**src/rtl/screen_fetch.sv**
```systemverilog
// Character-mode screen fetcher: reads attribute and font bytes over the shared bus and writes pixel nibbles to VRAM.
// Optional flashing attribute support is enabled with `define SCREEN_FLASH_EN.
module screen_fetch #(
  parameter int unsigned COLS      = 108,
  parameter int unsigned LINES     = 64,
  parameter int unsigned VRAM_AW   = 14,
  parameter int unsigned FLASH_DIV = 16
) (
  input  logic               mck,
  input  logic               rin,
  input  logic               lcdon,
  input  logic [1:0]         clkcnt,
  input  logic [7:0]         cdi,
  input  logic [12:0]        pb0,
  input  logic [9:0]         pb1,
  input  logic [8:0]         pb2,
  input  logic [10:0]        pb3,
  input  logic [10:0]        sbr,
  output logic [21:0]        va,
  output logic [VRAM_AW-1:0] vram_a,
  output logic [3:0]         vram_do,
  output logic               vram_gry,
  output logic               vram_we,
  output logic               frame_done
);

  localparam int unsigned CW      = ($clog2(COLS) > 7) ? $clog2(COLS) : 7;
  localparam int unsigned LW      = ($clog2(LINES) > 6) ? $clog2(LINES) : 6;
  localparam int unsigned NIBBLES = LINES * COLS * 2;

  typedef enum logic [2:0] {
    ATTR_ADR, ATTR_LO, ATTR_HI, PIX_ADR, PIX_RD, PIX_WR
  } state_t;

  state_t             state_q, state_d;
  logic [CW-1:0]      col_q, col_d;
  logic [LW-1:0]      line_q, line_d;
  logic [VRAM_AW-1:0] wr_addr_q, wr_addr_d;
  logic [13:0]        sba_q, sba_d;
  logic [7:0]         p_q, p_d;
  logic [21:0]        va_q, va_d;
  logic [VRAM_AW-1:0] vram_a_q, vram_a_d;
  logic [3:0]         vram_do_q, vram_do_d;
  logic               vram_gry_q, vram_gry_d;
  logic               vram_we_q, vram_we_d;
  logic               frame_done_q, frame_done_d;
  logic               pend_lo_q, pend_lo_d;
  logic               flash_blank;
  logic [7:0]         pix;
  logic [21:0]        pix_va;

`ifdef SCREEN_FLASH_EN
  localparam int unsigned FW = $clog2(FLASH_DIV + 1);
  logic [FW-1:0] fcnt_q, fcnt_d;
  logic          fph_q, fph_d;

  always_comb begin
    fcnt_d = fcnt_q;
    fph_d  = fph_q;
    if (frame_done_q) begin
      if (fcnt_q == FW'(FLASH_DIV - 1)) begin
        fcnt_d = '0;
        fph_d  = ~fph_q;
      end else begin
        fcnt_d = fcnt_q + 1'b1;
      end
    end
  end

  always_ff @(posedge mck) begin
    if (rin) begin
      fcnt_q <= '0;
      fph_q  <= 1'b0;
    end else begin
      fcnt_q <= fcnt_d;
      fph_q  <= fph_d;
    end
  end

  assign flash_blank = fph_q & sba_q[11];
`else
  logic unused_flash_attr;
  assign unused_flash_attr = sba_q[11];
  assign flash_blank       = 1'b0;
`endif

  // Null wins outright; underline is applied before reverse so reverse+underline yields a blank row.
  always_comb begin
    pix = cdi;
    if (sba_q[13:12] == 2'b11) begin
      pix = '0;
    end else begin
      if (!sba_q[13] && sba_q[9] && (line_q[2:0] == 3'd7)) pix = '1;
      if (sba_q[12]) pix = ~pix;
    end
    if (flash_blank) pix = '0;
  end

  always_comb begin
    if (!sba_q[13]) begin
      if (sba_q[8:6] == 3'b111) pix_va = {pb0, sba_q[5:0], line_q[2:0]};
      else                      pix_va = {pb1, sba_q[8:0], line_q[2:0]};
    end else begin
      if (sba_q[9:8] == 2'b11)  pix_va = {pb3, sba_q[7:0], line_q[2:0]};
      else                      pix_va = {pb2, sba_q[9:0], line_q[2:0]};
    end
  end

  always_comb begin
    state_d      = state_q;
    col_d        = col_q;
    line_d       = line_q;
    wr_addr_d    = wr_addr_q;
    sba_d        = sba_q;
    p_d          = p_q;
    va_d         = va_q;
    vram_a_d     = vram_a_q;
    vram_do_d    = vram_do_q;
    vram_gry_d   = vram_gry_q;
    vram_we_d    = 1'b0;
    pend_lo_d    = pend_lo_q;
    frame_done_d = vram_we_q && (vram_a_q == VRAM_AW'(NIBBLES - 1));
    if (!lcdon) begin
      state_d      = ATTR_ADR;
      col_d        = '0;
      line_d       = '0;
      wr_addr_d    = '0;
      pend_lo_d    = 1'b0;
      frame_done_d = 1'b0;
    end else begin
      case (state_q)
        // The low nibble of the previous character shares this slot with the next attribute address.
        ATTR_ADR: if (clkcnt == 2'b10) begin
          va_d = {sbr, line_q[5:3], col_q[6:0], 1'b0};
          if (pend_lo_q) begin
            vram_we_d = 1'b1;
            vram_a_d  = {vram_a_q[VRAM_AW-1:1], 1'b1};
            vram_do_d = p_q[3:0];
            pend_lo_d = 1'b0;
          end
          state_d = ATTR_LO;
        end
        ATTR_LO: if (clkcnt == 2'b00) begin
          sba_d[7:0] = cdi;
          va_d[0]    = 1'b1;
          state_d    = ATTR_HI;
        end
        ATTR_HI: if (clkcnt == 2'b01) begin
          sba_d[13:8] = cdi[5:0];
          state_d     = PIX_ADR;
        end
        PIX_ADR: if (clkcnt == 2'b10) begin
          va_d    = pix_va;
          state_d = PIX_RD;
        end
        PIX_RD: if (clkcnt == 2'b00) begin
          p_d     = pix;
          state_d = PIX_WR;
        end
        PIX_WR: if (clkcnt == 2'b01) begin
          vram_we_d  = 1'b1;
          vram_a_d   = wr_addr_q;
          vram_do_d  = p_q[7:4];
          vram_gry_d = sba_q[10];
          pend_lo_d  = 1'b1;
          state_d    = ATTR_ADR;
          if (col_q == CW'(COLS - 1)) begin
            col_d = '0;
            if (line_q == LW'(LINES - 1)) begin
              line_d    = '0;
              wr_addr_d = '0;
            end else begin
              line_d    = line_q + 1'b1;
              wr_addr_d = wr_addr_q + VRAM_AW'(2);
            end
          end else begin
            col_d     = col_q + 1'b1;
            wr_addr_d = wr_addr_q + VRAM_AW'(2);
          end
        end
        default: state_d = ATTR_ADR;
      endcase
    end
  end

  always_ff @(posedge mck) begin
    if (rin) begin
      state_q      <= ATTR_ADR;
      col_q        <= '0;
      line_q       <= '0;
      wr_addr_q    <= '0;
      sba_q        <= '0;
      p_q          <= '0;
      va_q         <= '0;
      vram_a_q     <= '0;
      vram_do_q    <= '0;
      vram_gry_q   <= 1'b0;
      vram_we_q    <= 1'b0;
      frame_done_q <= 1'b0;
      pend_lo_q    <= 1'b0;
    end else begin
      state_q      <= state_d;
      col_q        <= col_d;
      line_q       <= line_d;
      wr_addr_q    <= wr_addr_d;
      sba_q        <= sba_d;
      p_q          <= p_d;
      va_q         <= va_d;
      vram_a_q     <= vram_a_d;
      vram_do_q    <= vram_do_d;
      vram_gry_q   <= vram_gry_d;
      vram_we_q    <= vram_we_d;
      frame_done_q <= frame_done_d;
      pend_lo_q    <= pend_lo_d;
    end
  end

  assign va         = va_q;
  assign vram_a     = vram_a_q;
  assign vram_do    = vram_do_q;
  assign vram_gry   = vram_gry_q;
  assign vram_we    = vram_we_q;
  assign frame_done = frame_done_q;

endmodule

```
**config.mk**
```make
export PLATFORM = sky130hd
export DESIGN_NAME = screen_fetch
export DESIGN_NICKNAME = d
export VERILOG_FILES = /design/src/rtl/screen_fetch.sv
export SDC_FILE = /design/constraint.sdc
export NUM_CORES = 1
export LEC_CHECK = 0
export BUFFER_PORTS_ARGS = -buffer_cell sky130_fd_sc_hd__buf_2
export CAP_MARGIN = 40
export CORE_MARGIN = 2
export CORE_UTILIZATION = 40
export CTS_BUF_LIST = sky130_fd_sc_hd__clkbuf_8 sky130_fd_sc_hd__clkbuf_16
export DETAILED_ROUTE_END_ITERATION = 10
export PLACE_DENSITY = 0.61
export SLEW_MARGIN = 15
export SYNTH_ARGS = -nofsm -noshare
export SYNTH_HDL_FRONTEND = slang
export SYNTH_SLANG_ARGS = --single-unit
```
**constraint.sdc**
```tcl
create_clock -name mck -period 2.6 [get_ports mck]
set_clock_uncertainty 0.2 [all_clocks]
set_input_delay 0.26 -clock mck [delete_from_list [all_inputs] [get_ports mck]]
set_output_delay 0.26 -clock mck [all_outputs]
set_load 0.03 [all_outputs]
```
==> results list, run 1 <==
- Type of the tightest min-delay check: input port to flip-flop
- Detailed router's first-iteration violation count: 230
- Crit path time final: 2251 ps
* Routability Congestion: 0.9512
- Slack of the worst reg-to-reg path: 350 ps
- For the worst setup path, the data arrival time is 2320 ps.
- Across all layers, the routed design uses 4281 vias.
* Worst-case reg-to-reg path depth: 4
- For this run, the leading register cell type out of synthesis is sky130_fd_sc_hd__dfxtp_1.
* Max IR drop VDD: 0.2752 mV
* Final setup violation count: 0
- Input and output buffers added on the ports amount to 109.
* Total number of nets in the final design: 704
- Tightest Pin Transition: 871.2 ps
- Antenna diodes: 0
- The share of total power dissipated in the clock network is 0.427.
* Count of warnings emitted by yosys: 0
* Global Route Usage Sum: 0.2028
- Post-synthesis cell area: 4603 µm²
* Die height: 111.3 µm
* TritonCTS clock tree: done
- Leading cell types by total area after synthesis: sky130_fd_sc_hd__dfxtp_1 (41%), sky130_fd_sc_hd__mux2i_1 (8.5%), sky130_fd_sc_hd__nor2_1 (6.6%)
- The region available for standard cell placement spans 11320 µm².
- In the final timing run, aggregate negative setup slack is 0 ps.
* Clock-pin transition on the worst setup and hold timing paths: 70 ps
* Total number of clock tree sinks: 94
- Internal portion of total power: 2291 µW
* Critical Path Sink: wr_addr_q[10]
- Number of synthesized flops with an enable pin: 0
- The number of antenna violations at the first check in global routing came to 0.
- Once layout is done, the placed cells without fillers occupy 5659 µm².
* Critical path capture point type: flip-flop
- Max-Cap Viols: 0
- Switching pwr: 699.7 µW
* Utilization after layout: 0.4999
- Via count of the first global-routing pass: 4061
- Floorplan die width: 111.3 µm
- Total power of the final layout: 2991 µW
- Number of distinct standard cells referenced by the synthesized netlist: 58
* Result of the run: finished, final reports clean
- The first global-routing pass estimated 20380 µm of wire.
- Along the worst path, the maximum fanout reaches 18.
- Maximum root-to-sink buffer count: 2
- The share of total power dissipated in sequential elements is 0.492.
* Type of element launching the critical path: flip-flop
- Counting flops with an async set or reset pin after synthesis yields a share of 0.
- Average size of a mapped cell: 8.653 µm²
- The first TritonRoute pass finished after 4 iterations.
* Insertion delay to the later sink of the worst-skew pair: 340 ps
- Remaining DRCs: 0
- Of the total power, the share spent switching nets is 0.2339.
* Routed len/inst: 16.19 µm
* Cell accounting for the most synthesized area: sky130_fd_sc_hd__dfxtp_1
- The HPWL after detailed placement is 9249 µm.
- Power per standard cell area: 528.5 nW/µm²
* Post-detailed-placement cell area: 5266 µm²
- Slew Limit Headroom: 0.4184
- Wires add up to 12630 µm.
- In this run the remaining antenna-violating nets after routing total 0.
* Largest net degree at the start of global routing: 48
* Initial cell density of the core: 0.4066
* Layout overhead on the synthesized area: 22.94%
* CTS H-Tree Depth: 3
* Share of the yosys chip area belonging to registers: 0.4088
* Number of instances resized during post-cts repair: 0
- Hold violation count in the final report: 0
- The floorplan has 39 rows.
- Of the total power, combinational logic draws 0.082.
- Final global-route overflow total: 0
- For this run, the top clock speed supported by timing is 444.3 MHz.
- The worst setup path is of the flip-flop to flip-flop kind.
* Syn nets: 603
- Worst reg2reg path endpoint: wr_addr_q[10]
- Using the TritonRoute via totals, the vias-per-cell ratio works out to 5.488.
- Static leakage power: 0.002470 µW
* Worst setup startpoint: state_q[0]
* Number of top-level pins: 110
* Worst flop-to-flop path startpoint: state_q[0]
- Count of state elements after synthesis: 94
- Final worst path period share: 0.8656
- Setup repair after global routing left no endpoint under its margin.
* CTS buffer count: 9
- Synthesis produced 532 cells.
- CTS placed an instance of sky130_fd_sc_hd__clkbuf_16 at the clock tree root.
- The final count of pins violating max slew was 0.
- Top-area cell type share of the netlist area: 0.4088
- In the final layout, the share of cells above drive strength 1 is 0.2245.
- WP data required: 2670 ps
- The floorplan step defined a die boundary enclosing 12380 µm².
==> per-layer routing <==
layer	part of all wire	up-vias	GRT usage
li1	-	2145	-
met1	0.45	1986	0.2568
met2	0.46	127	0.3321
met3	0.055	23	0.04593
met4	0.027	0	0.08642
met5	0	-	0
==> kinds of logic (layout without fill, tap and decap cells) <==
family,Yosys count,after routing,share of synthesized area
AO/OA/AOI/OAI,120,120,0.1914
AND/OR/NAND/NOR,211,211,0.2261
XOR/XNOR,15,15,0.02854
flip-flops,94,94,0.4088
multiplexers,41,41,0.08970
adder cells (fa/ha/maj),4,4,0.01087
buffers and inverters,47,152,0.04458
==> power by group through the flow <==
stage | registers, µW | logic, µW | clock network [µW]
finish | 1470 | 244 | 1280
floorplan | 1530 | 100 | 0
CTS | 1470 | 244 | 1310
detailed placement | 1500 | 231 | 0
global route | 1470 | 266 | 1370
global placement | 1500 | 231 | 0
==> synthesized netlist by cell type (all sizes together) (3+ instances only) <==
cell type  count
dfxtp         94
nor2          81
nand2         48
mux2i         39
a21oi         34
clkbuf        27
a311oi        25
nand3         17
buf           16
o21ai         11
xnor2         11
a211o          9
a41o           9
nor2b          9
nand2b         8
a211oi         7
o22a           7
or3            7
nand4          6
nor3           5
nor4           5
ha             4
inv            4
nand3b         4
o31ai          4
or4            4
xor2           4
and3           3
and3b          3
and4           3
==> critical path, stage by stage, from the launching register on <==
cell,delay (ps)
sky130_fd_sc_hd__dfxtp_1,690
sky130_fd_sc_hd__nand3b_1,220
sky130_fd_sc_hd__or4_4,580
sky130_fd_sc_hd__or3_1,320
sky130_fd_sc_hd__a21oi_1,170
==> placed cells by master (no fill, tap or decap), types with 5 or more instances in the layout <==
cell type,count
sky130_fd_sc_hd__or3_1,7
sky130_fd_sc_hd__nand3_1,17
sky130_fd_sc_hd__nand2b_1,7
sky130_fd_sc_hd__dlygate4sd3_1,11
sky130_fd_sc_hd__clkbuf_16,9
sky130_fd_sc_hd__inv_1,7
sky130_fd_sc_hd__a41o_1,9
sky130_fd_sc_hd__o22a_1,7
sky130_fd_sc_hd__mux2i_1,39
sky130_fd_sc_hd__o21ai_0,10
sky130_fd_sc_hd__nor2b_1,9
sky130_fd_sc_hd__nor4_1,5
sky130_fd_sc_hd__dfxtp_1,94
sky130_fd_sc_hd__buf_2,109
sky130_fd_sc_hd__nor2_1,81
sky130_fd_sc_hd__nand2_1,48
sky130_fd_sc_hd__xnor2_1,11
sky130_fd_sc_hd__buf_4,11
sky130_fd_sc_hd__a211oi_1,7
sky130_fd_sc_hd__nand4_1,5
sky130_fd_sc_hd__a211o_1,9
sky130_fd_sc_hd__a311oi_1,25
sky130_fd_sc_hd__a21oi_1,34
==> through the flow <==
step / hold slack [ps] / std cells / setup WS [ps]
after global placement: 246.7 / 754 / 453.2
after detailed placement: 247.4 / 754 / 399.1
after CTS: 2.713 / 780 / 372.6
after floorplan: 203.9 / 532 / 765.0
final: 8.379 / 780 / 349.3
after global routing: 27.55 / 780 / 218.1
==> flip-flops by register name, indices dropped and copies added (netlist names) <==
register and count:
state_q 3, vram_we 1, va 22, line_q 6, wr_addr_q 13, vram_gry 1, vram_a 14, sba_q 13
vram_do 4, p_q 8, pend_lo_q 1, col_q 7, frame_done 1
==> timing repair <==
| item | CTS | global route |
|---|---|---|
| buffers inserted | 0 | 0 |
| endpoints found under the hold margin | 11 | 0 |
| hold buffers | 11 | 0 |
==> worst min path at each step <==
| stage | startpoint | slack (ps) | end | cells past startpoint |
|---|---|---|---|---|
| finish | sbr[4] | 8 | va[15] | 3 |
| CTS | sbr[4] | 3 | va[15] | 3 |
| global route | cdi[4] | 30 | sba_q[12] | 3 |
| global placement | vram_gry | 250 | vram_gry | 2 |
| detailed placement | vram_gry | 250 | vram_gry | 2 |
| floorplan | cdi[0] | 200 | sba_q[0] | 2 |
==> cell type report <==
type | instances | area [µm²]
clock buffer | 9 | 225.2
clock inverter | 6 | 57.56
fill | 1100 | 5662
inverter | 4 | 15.01
multi-input combinational | 391 | 2522
sequential | 94 | 1882
tap | 143 | 178.9
timing repair buffer | 133 | 778.2
Note: power is estimated with default switching activity, not from simulation.
==> run 2, diff against run 1 <==
--- a/config.mk
+++ b/config.mk
@@ -7,11 +7,13 @@
 export LEC_CHECK = 0
 export BUFFER_PORTS_ARGS = -buffer_cell sky130_fd_sc_hd__buf_2
 export CAP_MARGIN = 40
+export CELL_PAD_IN_SITES_DETAIL_PLACEMENT = 1
+export CELL_PAD_IN_SITES_GLOBAL_PLACEMENT = 1
 export CORE_MARGIN = 2
 export CORE_UTILIZATION = 40
 export CTS_BUF_LIST = sky130_fd_sc_hd__clkbuf_8 sky130_fd_sc_hd__clkbuf_16
 export DETAILED_ROUTE_END_ITERATION = 10
-export PLACE_DENSITY = 0.61
+export PLACE_DENSITY = 0.79
 export SLEW_MARGIN = 15
 export SYNTH_ARGS = -nofsm -noshare
 export SYNTH_HDL_FRONTEND = slang
==> results list, run 2 (synthesis gave the netlist of run 1 again) <==
- Result of the run: finished, final reports clean
- Routed WL: 14890 µm (+18%)
- Post-detailed-route via-to-cell ratio: 5.677 (+3.4%)
* Max-Cap Viols: 0 (unchanged)
- The fraction of layout instances using a drive strength above 1 came to 0.2322 (+0.007738).
* Routed len/inst: 19.18 µm (+18%)
* Port-buffer cells: 109 (unchanged)
- WP data required: 2630 ps (-40 ps)
* Antenna diodes: 0 (unchanged)
- Slack of the worst reg-to-reg path: 330 ps (-20 ps)
- The pre-CTS worst setup slack came to 361.9 ps (-37.20 ps).
* Routed vias: 4405 (+2.9%)
- The number of buffers on the longest clock path was 2 (unchanged).
- The final count of pins violating max slew came to 0 (unchanged).
- The pin slew with the least headroom to its limit is 691.8 ps (-179.5 ps).
- The utilization after layout was 0.4960 (-0.003868).
* Half-perimeter wire length after detailed placement: 11040 µm (+19%)
- Most frequent cells in the layout: sky130_fd_sc_hd__buf_2 (109), sky130_fd_sc_hd__dfxtp_1 (94), sky130_fd_sc_hd__nor2_1 (81)
* Die height: 111.3 µm (unchanged)
- The hold violation total from the final report was 0 (unchanged).
* Crit path time final: 2272 ps (+21.70 ps)
- The area growth from synthesis to layout is 21.99%.
* CTS H-Tree Depth: 3 (unchanged)
* Final global-route overflow total: 0 (unchanged)
- Setup repair after global routing left no endpoint under its margin.
- Detailed router's first-iteration violation count: 219 (-4.8%)
* Type of the tightest min-delay check: input port to flip-flop
* First-pass GRT wire length: 23920 µm (+17%)
- The static leakage came to 0.002444 µW (-1.0%).
- Detailed-router iteration count before antenna repair: 4 (unchanged)
- Post-CTS setup buffer count: 0 (unchanged)
- The number of global-route vias before repair came to 4578 (+13%).
- The worst setup path is captured at a flip-flop.
- The floorplan die width was 111.3 µm (unchanged).
- The row count came to 39 (unchanged).
- Total number of nets in the final design: 700 (-0.57%)
- In this run the clock root is driven by a sky130_fd_sc_hd__clkbuf_16.
- The number of remaining DRC errors came to 0 (unchanged).
- The part of the cycle the worst path needs came to 0.8740 (+0.008347).
- The count of hold buffers inserted by post-cts repair came to 5 (-6).
* TritonCTS clock tree: done
- The source-to-sink clock delay at the later pin of the worst-skew pair is 350 ps (about the same).
* Clock-pin transition on the worst setup and hold timing paths: 60 ps (about the same)
- The post-route antenna net violation count is 0 (unchanged).
* CTS buffer count: 9 (unchanged)
- Number of instances resized during post-cts repair: 0 (unchanged)
* Maximum fanout encountered on the critical timing path: 14 (-4)
- Achievable frequency: 440.1 MHz (-0.95%)
- Global Route Usage Sum: 0.2400 (+0.03720)
- The worst IR drop on VDD is 0.2791 mV (+1.4%).
- Routability Congestion: 0.9473 (-0.41%)
- Die area: 12380 µm² (unchanged)
* Worst-case reg-to-reg path depth: 4 (unchanged)
- The summed negative setup slack over all endpoints came to 0 ps (unchanged).
* Core box area: 11320 µm² (unchanged)
- Power per standard cell area: 526.0 nW/µm² (-0.48%)
- Number of antenna violations at the first check in global routing: 0 (unchanged)
- Count of fill cells added during filler insertion: 1377 (+25%)
- Final setup violation count: 0 (unchanged)
- The critical path is of the flip-flop to flip-flop type.
* Type of element launching the critical path: flip-flop
* Fin worst setup slack: 327.6 ps (-21.70 ps)
* Most common cell after layout, fill and taps aside: sky130_fd_sc_hd__buf_2
- Slew Limit Headroom: 0.5388 (+0.1204)
- Number of top-level pins: 110 (unchanged)
* Initial cell density of the core: 0.4066 (unchanged)
* Total number of clock tree sinks: 94 (unchanged)
* Signal arrival time at the worst endpoint: 2300 ps (-20 ps)
* Largest net degree at the start of global routing: 35 (-27%)
- The flip-flop count of the largest register, all copies and words added was 22 (unchanged).
- WHS Path Cells: 3 (unchanged)
==> run 2: changes by cell type in the layout (fill, tap and decap cells not counted) <==
cell | before | now
sky130_fd_sc_hd__dlygate4sd3_1 | 11 | 5
sky130_fd_sc_hd__clkbuf_8 | 0 | 2
sky130_fd_sc_hd__clkinv_4 | 1 | 0
sky130_fd_sc_hd__bufinv_16 | 1 | 0
sky130_fd_sc_hd__buf_8 | 0 | 1
sky130_fd_sc_hd__buf_4 | 11 | 12
sky130_fd_sc_hd__clkinvlp_4 | 1 | 2
sky130_fd_sc_hd__clkinv_2 | 0 | 1
sky130_fd_sc_hd__inv_1 | 7 | 5
==> run 2: area by class of cell <==
type                       instances  area [µm²]  area share
clock buffer                      11       252.7     0.04501
clock inverter                     4       23.77    0.004234
inverter                           4       15.01    0.002674
multi-input combinational        391        2522      0.4492
sequential                        94        1882      0.3351
tap                              143       178.9     0.03186
timing repair buffer             129       740.7      0.1319
==> run 2: worst max-delay path, cell delays in order, from the launching register on <==
cell and delay [ps]:
sky130_fd_sc_hd__dfxtp_1 640, sky130_fd_sc_hd__nand2_1 460, sky130_fd_sc_hd__mux2i_1 240, sky130_fd_sc_hd__a211o_1 310
sky130_fd_sc_hd__a311oi_1 310
==> run 2: per-layer routing <==
layer,vias to the layer above,global-route usage,wire (µm)
li1,2133,-,-
met1,2121,0.2944,6412
met2,124,0.4134,7291
met3,27,0.04210,770
met4,0,0.1029,410
met5,-,0,0
==> run 2: final timing paths <==
kind | from | to
hold reg to reg | vram_gry | vram_gry
hold / removal | sbr[10] | va[21]
setup reg to reg | sba_q[8] | va[17]
setup / recovery | sba_q[8] | va[17]
==> run 2: through the flow <==
step                power (µW)  instances  hold WS [ps]  cell area (µm²)
floorplan                 1632        532         203.9             4603
detailed placement        1743        755         255.5             5274
finish                    2954        776         16.03             5615
CTS                       2981        775         1.142             5600
global route              3064        776         19.46             5615
global placement          1737        755         246.3             5274
==> run 2: power by group <==
group	internal, µW	switching (µW)	total [µW]
registers	1460	12.0	1470
clock network	690	545	1240
logic	98.0	150	248
total	2250	708	2950
==> run 3, diff against run 2 <==
--- a/config.mk
+++ b/config.mk
@@ -13,8 +13,9 @@
 export CORE_UTILIZATION = 40
 export CTS_BUF_LIST = sky130_fd_sc_hd__clkbuf_8 sky130_fd_sc_hd__clkbuf_16
 export DETAILED_ROUTE_END_ITERATION = 10
-export PLACE_DENSITY = 0.79
-export SLEW_MARGIN = 15
+export GPL_ROUTABILITY_DRIVEN = 1
+export PLACE_DENSITY_LB_ADDON = 0.1
+export SLEW_MARGIN = 20
 export SYNTH_ARGS = -nofsm -noshare
 export SYNTH_HDL_FRONTEND = slang
 export SYNTH_SLANG_ARGS = --single-unit
==> results list, run 3 (synthesis gave the netlist of run 1 again) <==
* Most common cell after layout, fill and taps aside: sky130_fd_sc_hd__buf_2
- Routed length on met1: 6032 µm (-5.9%)
- The number of antenna violations at the first check in global routing was 0 (unchanged).
* Type of element launching the critical path: flip-flop
- Critical path capture point type: flip-flop
- The required time of the critical path is 2660 ps (+30 ps).
- The detailed-route vias per instance was 5.574 (-1.8%).
* Final setup violation count: 0 (unchanged)
- The startpoint identified for the worst register-to-register timing path is sba_q[8].
- Via count of the first global-routing pass: 4470 (-2.4%)
- Initial cell density of the core: 0.4066 (unchanged)
- Core box area: 11320 µm² (unchanged)
* Largest net degree at the start of global routing: 50 (+43%)
* Final worst path period share: 0.8681 (-0.005925)
* Fraction of final layout cells sized beyond drive strength 1: 0.2340 (+0.001782)
* Hold wc startpoint: cdi[3]
- The slowest stage of the critical path belongs to the cell sky130_fd_sc_hd__dfxtp_1.
- Standard-cell rows: 39 (unchanged)
* WHS Path Cells: 3 (unchanged)
- The number of violations of the max-capacitance limit came to 0 (unchanged).
* Most frequent cells in the layout: sky130_fd_sc_hd__buf_2 (109), sky130_fd_sc_hd__dfxtp_1 (94), sky130_fd_sc_hd__nor2_1 (81)
- The number of buffers on the longest clock path was 2 (unchanged).
- The overall routing resource usage came to 0.2257 (-0.01424).
- Crit-path cells: nand2_1 > mux2i_1 > a211o_1 > a311oi_1
- The clock slew seen by the registers of the worst setup and hold paths is 70 ps (about the same).
* Max IR drop VDD: 0.3947 mV (+41%)
- The root buffer cell chosen for the clock tree is sky130_fd_sc_hd__clkbuf_16.
* Slack of the worst reg-to-reg path: 340 ps (+20 ps)
- The quantity of I/O buffers inserted on ports is 109 (unchanged).
- The routed wire length per instance is 17.57 µm (-8.4%).
* Total number of clock tree sinks: 94 (unchanged)
- The final worst-path setup slack is 343.0 ps (+15.40 ps).
* Number of buffer and inverter instances along the worst setup path: 0 (unchanged)
- CTS H-Tree Depth: 3 (unchanged)
- Setup repair after global routing missed its margin: no
- Insertion delay to the later sink of the worst-skew pair: 350 ps (about the same)
* Worst reg2reg path endpoint: va[17]
- Detailed-router iteration count before antenna repair: 4 (unchanged)
- Crit. path cell count: 4 (unchanged)
- Layout overhead on the synthesized area: 23.48%
- CTS buffer count: 9 (unchanged)
- Signal arrival time at the worst endpoint: 2310 ps (about the same)
- The maximum fanout count along the critical path is 14 (unchanged).
- The critical path starts at sba_q[8].
- Worst Setup Slack post-DPL: 393.6 ps (+31.73 ps)
* Utilization after layout: 0.5021 (+0.006079)
* Family with the most delay on the worst path: flip-flops
* Worst min-delay path endpoint: sba_q[3]
- The floorplan die width was 111.3 µm (unchanged).
- Routability Congestion: 0.8479 (-10%)
- The final global-route overflow total was 0 (unchanged).
- First-pass GRT wire length: 22580 µm (-5.6%)
- Number of top-level pins: 110 (unchanged)
- The height of the chip is 111.3 µm (unchanged).
- The post-route antenna net violation count was 0 (unchanged).
- Top routing layer used: met4
* Slowest cell delay on critical path: 640 ps (about the same)
* Total power of the final layout: 3034 µW (+2.7%)
* Tightest Pin Transition: 725.4 ps (+33.64 ps)
* Achievable frequency: 443.1 MHz (+0.68%)
- Final number of max-transition violations: 0 (unchanged)
- The number of cells on the worst reg-to-reg path was 4 (unchanged).
- The power density over cell area was 533.7 nW/µm² (+1.5%).
- Total number of nets in the final design: 707 (+1.0%)
- Antenna diodes: 0 (unchanged)
- Result of the run: finished, final reports clean
- Type of the setup path with the least slack: flip-flop to flip-flop
- Routed WL: 13770 µm (-7.5%)
- Static leakage power: 0.002475 µW (+1.2%)
* Number of instances resized during post-cts repair: 0 (unchanged)
- The count of vias placed by the detailed router was 4370 (-0.79%).
- Crit path time final: 2257 ps (-15.40 ps)
- Number of flip-flops in the largest register: 22 (unchanged)
- TritonCTS built the clock tree.
* Final-layout setup total negative slack: 0 ps (unchanged)
- The worst slew slack as a fraction of its limit came to 0.5164 (-0.02243).
- The number of remaining DRC errors was 0 (unchanged).
- The post-CTS repair timing setup buffer count was 0 (unchanged).
* Type of the tightest min-delay check: input port to flip-flop
- Detailed router's first-iteration violation count: 175 (-20%)
- Hold violation count in the final report: 0 (unchanged)
* Met3 wire len: 546 µm (-29%)
- The die footprint was 12380 µm² (unchanged).
* Met2 wire length: 6994 µm (-4.1%)
* Half-perimeter wire length after detailed placement: 10190 µm (-7.8%)
[run 3: area by class of cell]
type / instances / area, µm²
Sequential cell: 94 / 1882
Inverter: 4 / 15.01
Multi-Input combinational cell: 391 / 2522
Clock inverter: 7 / 65.06
Timing Repair Buffer: 136 / 795.8
Tap cell: 143 / 178.9
Clock buffer: 9 / 225.2
Fill cell: 1370 / 5637
[run 3: worst register-to-register path, stage by stage (launching register included)]
cell and delay (ps):
sky130_fd_sc_hd__dfxtp_1 640, sky130_fd_sc_hd__nand2_1 470, sky130_fd_sc_hd__mux2i_1 230, sky130_fd_sc_hd__a211o_1 360, sky130_fd_sc_hd__a311oi_1 270
[run 3: metal layers]
layer / vias to the layer above / GRT usage
met5: - / 0
met2: 91 / 0.3984
met1: 2120 / 0.2742
li1: 2145 / -
met3: 14 / 0.05139
met4: 0 / 0.06584
[run 3: stage by stage]
step           instances  hold slack (ps)  instance area, µm²
6_report             784            20.76                5684
5_1_grt              784            43.82                5684
4_1_cts              783            5.900                5669
3_5_place_dp         756            257.3                5269
3_3_place_gp         756            242.7                5269
2_1_floorplan        532            203.9                4603
[run 3: worst max-delay path by stage]
stage / end / slack (ps)
CTS: va[17] / 350
detailed placement: va[17] / 390
global route: va[17] / 250
global placement: va[17] / 410
finish: va[17] / 340
floorplan: line_q[5] / 770
[run 3: where the power goes]
part           switching [µW]  total (µW)  internal, µW
Clock                     580        1320           739
Combinational             145         246           102
Sequential               11.3        1470          1460
[run 3: what timing repair did]
action | in CTS | in global routing
hold buffers | 11 | 0
setup endpoints to repair | 0 | 0
endpoints found under the hold margin | 11 | 0
